**src/rtl/rotary_value_select_if.sv**
```systemverilog
// Commit handshake bundle between the value selector
// and the downstream I2C command path.
interface rotary_value_select_if #(
  parameter int WIDTH = 8
) ();
  logic             commit_valid;
  logic [WIDTH-1:0] commit_data;
  logic             commit_ready;

  modport master (
    output commit_valid,
    output commit_data,
    input  commit_ready
  );

  modport slave (
    input  commit_valid,
    input  commit_data,
    output commit_ready
  );
endinterface

```
**src/rtl/rotary_value_select.sv**
```systemverilog
// Bounded rotary-stepped value with a debounced
// push-button commit over a valid/ready handshake.
module rotary_value_select #(
  parameter int WIDTH           = 8,
  parameter int MIN_VAL         = 0,
  parameter int MAX_VAL         = 255,
  parameter int INIT_VAL        = 0,
  parameter int WRAP            = 1,
  parameter int DEBOUNCE_CYCLES = 50000
) (
  input  logic             clk,
  input  logic             reset_n,
  input  logic             rotary_event,
  input  logic             rotary_left,
  input  logic             btn,
  output logic [WIDTH-1:0] value,
  output logic             commit_dropped,
  rotary_value_select_if.master commit
);

  localparam int CW = $clog2(DEBOUNCE_CYCLES);

  localparam logic [WIDTH-1:0] MINV = WIDTH'(MIN_VAL);
  localparam logic [WIDTH-1:0] MAXV = WIDTH'(MAX_VAL);
  localparam logic [WIDTH-1:0] INIV = WIDTH'(INIT_VAL);
  localparam logic [WIDTH-1:0] ONE  = WIDTH'(1);
  localparam logic [CW-1:0]    CMAX = CW'(DEBOUNCE_CYCLES - 1);
  localparam logic [CW-1:0]    CONE = CW'(1);

  typedef enum logic {
    IDLE,
    HOLD
  } state_t;

  logic [WIDTH-1:0] value_q;
  logic [WIDTH-1:0] value_d;
  logic             sync1_q;
  logic             sync2_q;
  logic             deb_q;
  logic             deb_d1_q;
  logic [CW-1:0]    cnt_q;
  logic             press;
  state_t           state_q;
  state_t           state_d;
  logic             valid_q;
  logic             valid_d;
  logic [WIDTH-1:0] data_q;
  logic [WIDTH-1:0] data_d;
  logic             drop_q;
  logic             drop_d;

  // Limits are compared directly so odd ranges wrap cleanly
  always_comb begin
    value_d = value_q;
    if (rotary_event) begin
      if (rotary_left) begin
        if (value_q == MINV)
          value_d = (WRAP != 0) ? MAXV : MINV;
        else
          value_d = value_q - ONE;
      end else begin
        if (value_q == MAXV)
          value_d = (WRAP != 0) ? MINV : MAXV;
        else
          value_d = value_q + ONE;
      end
    end
  end

  always_ff @(posedge clk or negedge reset_n) begin
    if (!reset_n) begin
      value_q <= INIV;
    end else begin
      value_q <= value_d;
    end
  end

  always_ff @(posedge clk or negedge reset_n) begin
    if (!reset_n) begin
      sync1_q  <= 1'b0;
      sync2_q  <= 1'b0;
      deb_q    <= 1'b0;
      deb_d1_q <= 1'b0;
      cnt_q    <= '0;
    end else begin
      sync1_q  <= btn;
      sync2_q  <= sync1_q;
      deb_d1_q <= deb_q;
      if (sync2_q == deb_q) begin
        cnt_q <= '0;
      end else if (cnt_q == CMAX) begin
        cnt_q <= '0;
        deb_q <= ~deb_q;
      end else begin
        cnt_q <= cnt_q + CONE;
      end
    end
  end

  assign press = deb_q & ~deb_d1_q;

  always_comb begin
    state_d = state_q;
    valid_d = valid_q;
    data_d  = data_q;
    drop_d  = 1'b0;
    unique case (state_q)
      IDLE: begin
        if (press) begin
          data_d  = value_q;
          valid_d = 1'b1;
          state_d = HOLD;
        end
      end
      HOLD: begin
        if (valid_q && commit.commit_ready) begin
          valid_d = 1'b0;
          state_d = IDLE;
        end
        if (press)
          drop_d = 1'b1;
      end
      default: begin
        state_d = IDLE;
        valid_d = 1'b0;
      end
    endcase
  end

  always_ff @(posedge clk or negedge reset_n) begin
    if (!reset_n) begin
      state_q <= IDLE;
      valid_q <= 1'b0;
      data_q  <= '0;
      drop_q  <= 1'b0;
    end else begin
      state_q <= state_d;
      valid_q <= valid_d;
      data_q  <= data_d;
      drop_q  <= drop_d;
    end
  end

  assign value               = value_q;
  assign commit_dropped      = drop_q;
  assign commit.commit_valid = valid_q;
  assign commit.commit_data  = data_q;

endmodule

```
**src/flat_wrapper.sv**
```systemverilog
// flat-port wrapper written by rule: the top's interface ports become plain ports
module rotary_value_select_flat 
#(
  parameter int WIDTH           = 8,
  parameter int MIN_VAL         = 0,
  parameter int MAX_VAL         = 255,
  parameter int INIT_VAL        = 0,
  parameter int WRAP            = 1,
  parameter int DEBOUNCE_CYCLES = 50000
)
  (clk, reset_n, rotary_event, rotary_left, btn, value, commit_dropped, commit_commit_valid, commit_commit_data, commit_commit_ready);
  rotary_value_select_if #(.WIDTH(WIDTH)) commit_i ();
  input  logic clk;
  input  logic reset_n;
  input  logic rotary_event;
  input  logic rotary_left;
  input  logic btn;
  output logic [WIDTH-1:0] value;
  output logic commit_dropped;
  output wire logic [$bits(commit_i.commit_valid)-1:0] commit_commit_valid;
  output wire logic [$bits(commit_i.commit_data)-1:0] commit_commit_data;
  input wire logic [$bits(commit_i.commit_ready)-1:0] commit_commit_ready;
  assign commit_commit_valid = commit_i.commit_valid;
  assign commit_commit_data = commit_i.commit_data;
  assign commit_i.commit_ready = commit_commit_ready;
  rotary_value_select #(.WIDTH(WIDTH), .MIN_VAL(MIN_VAL), .MAX_VAL(MAX_VAL), .INIT_VAL(INIT_VAL), .WRAP(WRAP), .DEBOUNCE_CYCLES(DEBOUNCE_CYCLES)) u_core (.clk(clk), .reset_n(reset_n), .rotary_event(rotary_event), .rotary_left(rotary_left), .btn(btn), .value(value), .commit_dropped(commit_dropped), .commit(commit_i));
endmodule
```
**config.mk**
```make
export PLATFORM = sky130hd
export DESIGN_NAME = rotary_value_select_flat
export DESIGN_NICKNAME = d
export VERILOG_FILES = /design/src/rtl/rotary_value_select_if.sv /design/src/rtl/rotary_value_select.sv /design/src/flat_wrapper.sv
export SDC_FILE = /design/constraint.sdc
export NUM_CORES = 1
export LEC_CHECK = 0
export CORE_MARGIN = 2
export CORE_UTILIZATION = 40
export CTS_CLUSTER_DIAMETER = 60
export DETAILED_ROUTE_END_ITERATION = 12
export PLACE_DENSITY = 0.69
export SKIP_CTS_REPAIR_TIMING = 1
export SLEW_MARGIN = 20
export SYNTH_ARGS = -nofsm -noshare
export SYNTH_HDL_FRONTEND = slang
export SYNTH_SLANG_ARGS = --single-unit
export TNS_END_PERCENT = 20
```
**constraint.sdc**
```tcl
create_clock -name clk -period 2.58 [get_ports clk]
set_clock_uncertainty 0.1 [all_clocks]
set_input_delay 0.645 -clock clk [delete_from_list [all_inputs] [get_ports clk]]
set_output_delay 0.645 -clock clk [all_outputs]
set_load 0.05 [all_outputs]
```
; ---- Word-level counts from Yosys, hierarchy flattened
; Index checks and enable logic that the tools add are counted.
[word_totals]
reg_bits = 39
latchBits = 0
ram_bits = 0
romBits = 0
input_bits = 6
output_inout_bits = 18
wordCells = 40
memories = 0
[op_classes]
add_sub_neg = 3
multipliers = 0
div_mod_pow = 0
n_lt_le_gt_ge = 0
n_eq_ne = 5
shifts = 0
muxes = 12
bitwise_logic = 5
reduce_logical = 5
[op_table]
columns = op, n
row1 = 2-to-1 mux 16 bit, 2
row2 = 2-to-1 mux 8 bit, 3
row3 = adder 16 x 1 -> 16 bit (second input constant), 1
row4 = == test 16 bit (second input constant), 1
row5 = adder 8 x 1 -> 8 bit (second input constant), 1
row6 = == test 8 bit (second input constant), 1
row7 = logical NOT 8 bit, 1
row8 = subtractor 8 x 1 -> 8 bit (second input constant), 1
row9 = AND reduction 2 bit, 3
row10 = 2-to-1 mux 1 bit, 5
row11 = NOT 1 bit, 4
row12 = one-hot mux 1 bit (2 select lines), 2
row13 = inequality test 2 x 1 -> 1 bit (second input constant), 1
row14 = inequality test 2 bit (second input constant), 1
row15 = AND 1 bit, 1
row16 = == test 1 bit, 1
row17 = logical AND 1 bit, 1

; ---- Logic depth before layout (Yosys ltp)
[logic_depth]
word_depth = 4
depth_mapped = 7

; ---- Worst setup path before layout
; No wires, ideal clock.
[synth_timing]
path_type = reg-to-reg
startpoint = register u_core.value_q[0] (netlist: u_core.value[0])
endpoint = register u_core.value_q[4] (netlist: u_core.value[4])
setup_time_ps = 103
arrival_time_ps = 1958
setup_slack_ps = 419
path_stages_with_launch = 8
path_cell_list = dfrtp_1 clkbuf_1 inv_1 ha_1 or4b_4 o21ai_2 nor2_1 o41ai_2
[synth_between]
elab_chain_len = 3
word_cells_on_any_way = 7
[synth_rtl]
columns = item, line_no
row1 = start: declaration, rotary_value_select.sv:35  ; logic [WIDTH-1:0] value_q;
row2 = start signal: assignment, rotary_value_select.sv:74  ; value_q <= value_d;
row3 = adder 8 x 1 -> 8 bit (tied with other cells), rotary_value_select.sv:65  ; value_d = value_q + ONE;
row4 = "2-to-1 mux 8 bit, on equally long branches", "rotary_value_select.sv:62, rotary_value_select.sv:57"
row5 = 2-to-1 mux 8 bit (*), rotary_value_select.sv:56  ; if (rotary_left) begin
; Every way passes the cells marked *; elsewhere a longest branch is shown, timed or not.
; A chain may end at the register's enable or synchronous reset.

; ---- Worst setup path in the final report
[layout_timing]
startpoint = register u_core.value_q[6] (netlist: u_core.value[6])
endpoint = output value[6]
[layout_lines]
columns = item, line_no
row1 = end: declaration, flat_wrapper.sv:18  ; output logic [WIDTH-1:0] value;
; No word-level cell between the ends.

==> out/metrics.cfg <==
[outcome]
status = finished, final reports clean

[logic_synthesis]
synthMuxAreaShare_pct = 5.525
synth-async-reset-ratio_pct = 100.0
ys_seq_area_share_pct = 48.42
yosysWarnings = 0
syn_inst = 198
avgSynthCellArea_um2 = 10.18
synth_ff_type = dfrtp_1
ys_types = 47
synth-adder-area-share_pct = 2.483
synthSimpleGateAreaFrac_pct = 21.91
synth-seq-cells = 39
synth_top_family_by_area = simple AND/OR/NAND/NOR gates
synthXorXnorAreaFrac_pct = 6.083
netlist_area_um2 = 2016
synth_compound_area_share_pct = 11.79
synth_edf_count = 0
synth_fp_nets = 208

[worst_setup_path]
setup.worst_path.class = reg2out
max_stage_delay_ns = 0.87
start_kind = flop
path_cells = clkdlybuf4s50_1
critPathArrivalTime_ns = 1.72
crit_required_ns = 1.84
cp.buffers_inverters = 1
reg2reg_depth = 7
endpoint_kind = output pin
startpoint = u_core.value[6]
timing.rr.end = u_core.value[7]
r2r_start = u_core.value[0]
endpoint = value[6]
cp.depth = 1
critical-path-top-delay-family = buffers and inverters
reg2reg_slack_ns = 0.52
cp_max_fo = 10
slowest_stage = clkdlybuf4s50_1

[cts]
tritoncts = done
htreeDepth = 2
cts.path.max_buffers = 2
cts_root_buf = clkbuf_8
clkTransAtPathRegs_ns = 0.09
clkSinkCount = 39
clk_latency_ns = 0.29
cts_buffers = 5

[global_route]
grt_start_max_net_pins = 16
grt_pass1_wl_mm = 7.100
grt_pass1_vias = 1489
gr-total-overflow = 0
grt.total_usage_pct = 16.78
antenna_found_initial = 0

[power_and_ir_drop]
p_leak_nw = 1.031
irDropWorstVdd_mv = 0.4386
powerDensity_nw_per_um2 = 787.3

[timing]
setup_tns_ns = 0
fmax_mhz = 405.4
holdWs_ns = 0.1331
maxSlewHeadroom_pct = 51.39
period_minus_slack_ns = 2.467
finalCritPeriodShare_pct = 95.62
drv_slew = 0
setup_viol = 0
worst_pin_slew_ns = 0.7190
hold_viol = 0
rsz0062_at_grt = no

[die]
num_rows = 25
die_y_um = 74.99
core_area_um2 = 4786
die_w_um = 74.99
initial_core_util_pct = 42.12
io_pins = 24
fp.dieArea_um2 = 5623

[finish]
regArea_um2 = 975.9
final_core_util_pct = 51.03
antenna_cells = 0
fin_nets = 238
area_delta_synth_final_pct = 21.17
multi_input_area_um2 = 963.4
fillers = 427
layout-drive-gt1-share_pct = 14.85

[min_path]
hold_path_class = in2async

[placed_design]
place_congestion = 0.8552
numPortBuffers = 23
hpwlAfterDp_mm = 2.945

[detailed_routing]
postRouteWirelength_mm = 4.144
wire_per_inst_um = 14.00
ant_nets = 0
dr.first_iter.drc_count = 148
first_pass_iters = 4
via_count = 1600
vias_per_cell = 5.405
drc = 0

[flow_run]
maxCapViolations = 0

==> worst min-delay path by stage <==
stage,from,to,slack (ns),cells past startpoint
after CTS,reset_n,u_core.value[0],0.14,1
final,reset_n,u_core.value[7],0.13,1
after global routing,reset_n,u_core.commit.commit_data[0],0.16,1
after floorplan,u_core.sync1_q,u_core.sync2_q,0.23,0
after global placement,u_core.sync1_q,u_core.sync2_q,0.24,0
after detailed placement,u_core.sync1_q,u_core.sync2_q,0.24,0
==> Yosys cell counts (all sizes together) (2+ instances only) <==
master	count	area [µm²]
and3b	2	17.52
nor2	19	71.32
inv	8	30.03
nand2	10	37.54
nand3	10	55.05
a31oi	4	25.02
nor4b	2	17.52
nor4bb	2	20.02
dfrtp	39	975.9
o21ai	8	43.79
buf	4	23.77
or4	3	22.52
xnor2	13	113.9
nor4	4	25.02
a21o	2	15.01
mux2	9	101.4
clkbuf	6	22.52
ha	4	50.05
nand4	6	37.54
a21oi	8	40.04
or2	2	12.52
nor3	4	20.02
and3	5	31.28
or4b	2	23.77
o31ai	4	30.03
nor2b	2	12.51
o21a	2	15.01
==> flip-flops by register name, indices dropped and copies added (netlist names) <==
name and flops:
u_core.commit_dropped 1, u_core.sync2_q 1, u_core.commit.commit_valid 1, u_core.cnt_q 16, u_core.state_q 1, u_core.value 8, u_core.sync1_q 1, u_core.commit.commit_data 8
u_core.deb_d1_q 1, u_core.deb_q 1
==> cell families (layout without fill, tap and decap cells) <==
group | after synthesis | in the layout
buffers and inverters | 18 | 49
AOI/OAI and AO/OA | 35 | 35
DFF | 39 | 39
muxes | 10 | 10
adders and majority gates | 4 | 4
and+or+nand+nor | 78 | 78
xor gates and xnor gates | 14 | 14
==> cell usage in the layout, fill, tap and decap left out, types with 3 or more instances in the layout <==
| cell | n |
|---|---|
| o21ai_0 | 7 |
| dfrtp_1 | 39 |
| nand4_1 | 6 |
| ha_1 | 4 |
| o31ai_1 | 4 |
| nand3_1 | 9 |
| clkdlybuf4s50_1 | 22 |
| clkbuf_8 | 5 |
| mux2_2 | 9 |
| buf_4 | 10 |
| nand2_1 | 10 |
| nor2_1 | 19 |
| xnor2_1 | 13 |
| inv_1 | 8 |
| a31oi_1 | 4 |
| nor3_1 | 4 |
| or4_1 | 3 |
| nor4_1 | 4 |
| a21oi_1 | 8 |
| and3_1 | 5 |
==> power by group <==
group | switching [mW] | internal [mW] | total [mW] | leakage (nW)
clock network | 0.227 | 0.188 | 0.415 | 0.0402
registers | 0.0996 | 0.671 | 0.770 | 0.513
logic | 0.465 | 0.272 | 0.738 | 0.478
==> area by class of cell <==
| cell class | count | area share (%) |
|---|---|---|
| sequential | 39 | 39.96 |
| clock buffer | 5 | 2.818 |
| timing repair buffer | 33 | 12.30 |
| inverter | 8 | 1.230 |
| tap | 67 | 3.432 |
| multi-input combinational | 141 | 39.45 |
| clock inverter | 3 | 0.8197 |
==> through the flow <==
| stage | power [mW] | instances | worst slack (ns) | cell area [µm²] |
|---|---|---|---|---|
| 2_1_floorplan | 1.258 | 198 | 0.4187 | 2016 |
| 3_3_place_gp | 1.513 | 288 | 0.3025 | 2354 |
| 3_5_place_dp | 1.513 | 288 | 0.2777 | 2354 |
| 4_1_cts | 1.930 | 296 | 0.1093 | 2442 |
| 5_1_grt | 2.025 | 296 | 0.06926 | 2442 |
| 6_report | 1.923 | 296 | 0.1131 | 2442 |
==> layer usage <==
metal,wire [µm],GRT usage (%),vias to the layer above
met2,1728,23.68,47
met4,77,6.151,0
met5,0,0,-
li1,-,-,782
met1,2139,24.66,764
met3,199,4.552,7
Note: power is estimated with default switching activity, not from simulation.
